===== src/rtl/ssp_pclk_evt_launch.sv =====
// Purpose: PCLK-side launcher that turns single-cycle events into 4-phase request levels toward SSPCLK.
// Latency: an idle channel with nothing queued raises ReqOut on the edge that samples EvtIn; a loopback round trip takes 6 PCLK.
// Backpressure: events that arrive while a handshake is in flight are queued in a saturating counter; events beyond the limit are dropped and flagged.
module ssp_pclk_evt_launch #(
   parameter int NUM_EVT = 4,
   parameter int CNT_W   = 3
) (
   input  logic                       PCLK,
   input  logic                       PRESETn,
   input  logic [NUM_EVT-1:0]         EvtIn,
   input  logic [NUM_EVT-1:0]         AckIn,
   output logic [NUM_EVT-1:0]         ReqOut,
   output logic [NUM_EVT*CNT_W-1:0]   Pending,
   output logic [NUM_EVT-1:0]         Overflow,
   input  logic [NUM_EVT-1:0]         OvfClr,
   output logic                       Busy
);

   typedef enum logic [1:0] {
      ST_IDLE = 2'd0,
      ST_REQ  = 2'd1,
      ST_RTZ  = 2'd2
   } state_t;

   localparam logic [CNT_W-1:0] CNT_MAX = {CNT_W{1'b1}};
   localparam logic [CNT_W-1:0] CNT_ONE = CNT_W'(1);

   logic [NUM_EVT-1:0] chan_busy;

   for (genvar g = 0; g < NUM_EVT; g++) begin : g_chan
      logic             ack_sync1_q;
      logic             ack_sync_q;
      state_t           state_q, state_d;
      logic             req_q, req_d;
      logic [CNT_W-1:0] pend_q, pend_d;
      logic             ovf_q, ovf_d;
      logic             launch;
      logic             ovf_set;

      // Two-flop synchroniser for the acknowledge coming from SSPCLK
      always_ff @(posedge PCLK or negedge PRESETn) begin
         if (!PRESETn) begin
            ack_sync1_q <= 1'b0;
            ack_sync_q  <= 1'b0;
         end else begin
            ack_sync1_q <= AckIn[g];
            ack_sync_q  <= ack_sync1_q;
         end
      end

      // Handshake next state, queue counter and overflow flag
      always_comb begin
         state_d = state_q;
         pend_d  = pend_q;
         ovf_d   = ovf_q;
         launch  = 1'b0;
         ovf_set = 1'b0;

         // A new request may go out from IDLE, or straight from RTZ once the ack has returned to zero
         launch = ((state_q == ST_IDLE) || ((state_q == ST_RTZ) && !ack_sync_q)) &&
                  ((pend_q != '0) || EvtIn[g]);

         case (state_q)
            ST_IDLE: if (launch) state_d = ST_REQ;
            ST_REQ:  if (ack_sync_q) state_d = ST_RTZ;
            ST_RTZ: begin
               if (launch)           state_d = ST_REQ;
               else if (!ack_sync_q) state_d = ST_IDLE;
            end
            default: state_d = ST_IDLE;
         endcase

         // Event with launch bypasses the queue; launch alone drains one queued event
         if (EvtIn[g] && !launch) begin
            if (pend_q == CNT_MAX) ovf_set = 1'b1;
            else                   pend_d  = pend_q + CNT_ONE;
         end else if (!EvtIn[g] && launch) begin
            pend_d = pend_q - CNT_ONE;
         end

         // A loss in the same cycle as a clear must not be hidden
         if (ovf_set)        ovf_d = 1'b1;
         else if (OvfClr[g]) ovf_d = 1'b0;

         req_d = (state_d == ST_REQ);
      end

      // Channel state registers; ReqOut comes straight from req_q
      always_ff @(posedge PCLK or negedge PRESETn) begin
         if (!PRESETn) begin
            state_q <= ST_IDLE;
            req_q   <= 1'b0;
            pend_q  <= '0;
            ovf_q   <= 1'b0;
         end else begin
            state_q <= state_d;
            req_q   <= req_d;
            pend_q  <= pend_d;
            ovf_q   <= ovf_d;
         end
      end

      assign ReqOut[g]                  = req_q;
      assign Pending[g*CNT_W +: CNT_W]  = pend_q;
      assign Overflow[g]                = ovf_q;
      assign chan_busy[g]               = (state_q != ST_IDLE) || (pend_q != '0);
   end

   assign Busy = |chan_busy;

endmodule


===== config.mk =====
export PLATFORM = sky130hd
export DESIGN_NAME = ssp_pclk_evt_launch
export DESIGN_NICKNAME = d
export VERILOG_FILES = /design/src/rtl/ssp_pclk_evt_launch.sv
export SDC_FILE = /design/constraint.sdc
export NUM_CORES = 1
export LEC_CHECK = 0
export ABC_AREA = 1
export BUFFER_PORTS_ARGS = -buffer_cell sky130_fd_sc_hd__buf_2
export CAP_MARGIN = 20
export CORE_MARGIN = 3
export CORE_UTILIZATION = 45
export CTS_BUF_LIST = sky130_fd_sc_hd__clkbuf_16
export CTS_CLUSTER_SIZE = 12
export DETAILED_ROUTE_END_ITERATION = 7
export PLACE_DENSITY = 0.67
export SYNTH_ARGS = -nofsm -noshare
export SYNTH_HDL_FRONTEND = slang
export SYNTH_SLANG_ARGS = --single-unit
export TNS_END_PERCENT = 30

===== constraint.sdc =====
create_clock -name PCLK -period 2.15 [get_ports PCLK]
set_input_delay 0.1075 -clock PCLK [delete_from_list [all_inputs] [get_ports PCLK]]
set_output_delay 0.1075 -clock PCLK [all_outputs]
set_load 0.01 [all_outputs]

==> metrics.cfg <==
[synthesis]
synth-seq-area-share = 0.5172
ys_types = 24
synth.largest_area_cell = dfrtp_1
synth_edf_count = 0
synth_warnings = 0
synth_area_sq_mm = 0.001742
synthCells = 178
synth.avg_cell_area_sq_um = 9.785
synth_top_area_frac = 0.5172
synthFlopType = dfrtp_1
synth.area.top_cells = dfrtp_1, nand2_1, nand3_1
synth_fp_nets = 196
async_flop_share = 1.000
synth-seq-cells = 36

[finish]
nets = 234
seq_area_sq_um = 900.9
drive_gt1_frac = 0.2870
syn_to_final_growth_pct = 20.19
antenna_cells = 0
fin_area_sq_mm = 0.002093
multi_input_area_sq_um = 709.4
nFillCells = 307

[global_routing]
grt_pass1_vias = 1311
antenna_found_initial = 0
grt_pass1_wl_um = 5547
grt_max_degree = 37
grt.total_usage = 0.1620
overflow = 0

[worst_setup_path]
r2r_setup_slack_ns = 0.54
max_stage_delay_ns = 0.45
cp_num_cells = 5
rr_startpoint = g_chan[1].state_q[1]
critPathBufInv = 1
critPathCaptureType = output port
path_delay_family = simple AND/OR/NAND/NOR gates
crit_top_cell = nand2_1
worst_path_max_delay_cell = dfrtp_1
crit_start = g_chan[1].pend_q[0]
required_ns = 2.04
arrival_ns = 1.52
worstRegToRegCells = 8
crit_fanout = 5
crit_type = reg -> out
critPathLaunchType = register
worstPathCellList = nor2_1 -> nand2_1 -> nor4_1 -> nand2_1 -> buf_2

[timing]
rsz0062_at_grt = no
fin_crit_ns = 1.626
finalSetupViolCount = 0
worst_pin_slew_ns = 0.7674
fmax_mhz = 615.1
maxSlewViolCount = 0
slew_headroom = 0.4884
skew_ns = 0.005086
period_share = 0.7561
final-hold-violation-count = 0
tns_ns = 0

[die]
io_pins = 35
die_w_um = 68.21
core_sq_mm = 0.003521
dieArea_sq_mm = 0.004653
die_h_um = 68.21
start_util = 0.4947
rows = 21

[clock_tree]
clk_pin_slew_ns = 0.05
htreeDepth = 2
cts_tree = done
clock_path_buffers = 2
cts_resized = 0
root_buffer = clkbuf_16
cts_sinks = 36
clk_latency_ns = 0.27
cts_buffers = 5

[power_and_ir_drop]
ir_worst_vdd_uv = 675.9
leakage_nw = 1.061
p_per_area_mw_per_mm2 = 1510

[route]
drt_iter0_drc = 86
vias_per_cell = 5.065
vias = 1327
avgRoutedWirePerCell_um = 11.76
ant_nets = 0
drc = 0
routed_wl_um = 3081
first_pass_iters = 4

[hold_path]
hp-start = OvfClr[3]
holdPathStages = 2
hp-class = in -> reg

[status]
status = finished, final reports clean

[place]
dpl_cell_area_sq_mm = 0.001909
dp_hpwl_um = 2343
place_congestion = 0.8250
port_buffers = 34

[flow_run]
drv_cap = 0

## sequential cells by signal, summed over array words and instances, names as in the netlist
register	flops
g_chan.pend_q	12
g_chan.ack_sync_q	4
g_chan.ovf_q	4
g_chan.req_q	4
g_chan.state_q	8
g_chan.ack_sync1_q	4
## Yosys cell counts, types with 4 or more instances
master	count
nand2_1	40
dfrtp_1	36
nand3_1	18
inv_1	17
buf_4	8
o31ai_1	8
nand2_2	7
a21oi_1	4
fa_1	4
nand3_2	4
nor2_1	4
o21ai_0	4
o22ai_1	4
## cells in the final DEF, fill, tap and decap left out, types with 4 or more instances in the layout
master	count
nand2_1	40
buf_2	34
fa_1	4
clkbuf_16	5
dlygate4sd3_1	5
o31ai_1	8
dfrtp_1	36
a21oi_1	4
o21ai_0	4
nor2_1	4
nand3_1	18
o22ai_1	4
nand3_2	4
inv_1	18
nand2_2	7
## power by group
group	switching, mW	internal [mW]	total, mW
sequential	0.275	0.932	1.21
clock	0.240	0.415	0.654
combinational	0.758	0.543	1.30
## worst paths after layout
kind | to
min reg2reg | g_chan[0].ack_sync_q
min | g_chan[3].ovf_q
max reg2reg | g_chan[1].pend_q[2]
max in group asynchronous | g_chan[2].pend_q[2]
max | Busy
min in group asynchronous | g_chan[3].pend_q[0]
## metal layers
metal | wire length [um] | part of all wire | vias to the layer above | GRT usage
met5 | 0 | 0 | - | 0
met1 | 1294 | 0.42 | 643 | 0.1913
met4 | 59 | 0.019 | 0 | 0.07444
li1 | - | - | 648 | -
met3 | 193 | 0.063 | 7 | 0.05419
met2 | 1533 | 0.50 | 29 | 0.2659
## timing repair
item                      4_1_cts  5_1_grt
hold buffers                    5        0
setup buffers                   0        0
hold endpoints to repair       40        0
## kinds of logic (layout without fill, tap and decap cells)
kind of cell	count (synthesis)	in the layout	share of synthesized area
compound gates	26	26	0.1006
buf+inv	27	65	0.07543
fa+ha+maj	4	4	0.04598
xor+xnor	4	4	0.02874
flops	36	36	0.5172
simple gates	81	81	0.2320
## final cells by class
type / instances / share of cell area
multi-input cells: 115 / 0.3389
repair buffers: 39 / 0.1052
inverters: 19 / 0.03407
well taps: 46 / 0.02750
flip-flops and latches: 36 / 0.4304
clock buffers: 5 / 0.05977
clock inverters: 2 / 0.004184
## stage by stage
stage	std cells	hold slack, ns	power [mW]	util	setup WS, ns
after global routing	262	0.03133	3.464	0.5945	0.3667
after floorplan	178	-0.1881	2.185	-	0.6753
final	262	0.02327	3.162	0.5945	0.5243
after CTS	262	0.01784	3.203	0.5945	0.4746
after detailed placement	250	0.2168	2.521	0.5423	0.5559
after global placement	250	0.2153	2.436	0.5423	0.6357
Power figures use the tool's default switching activity.
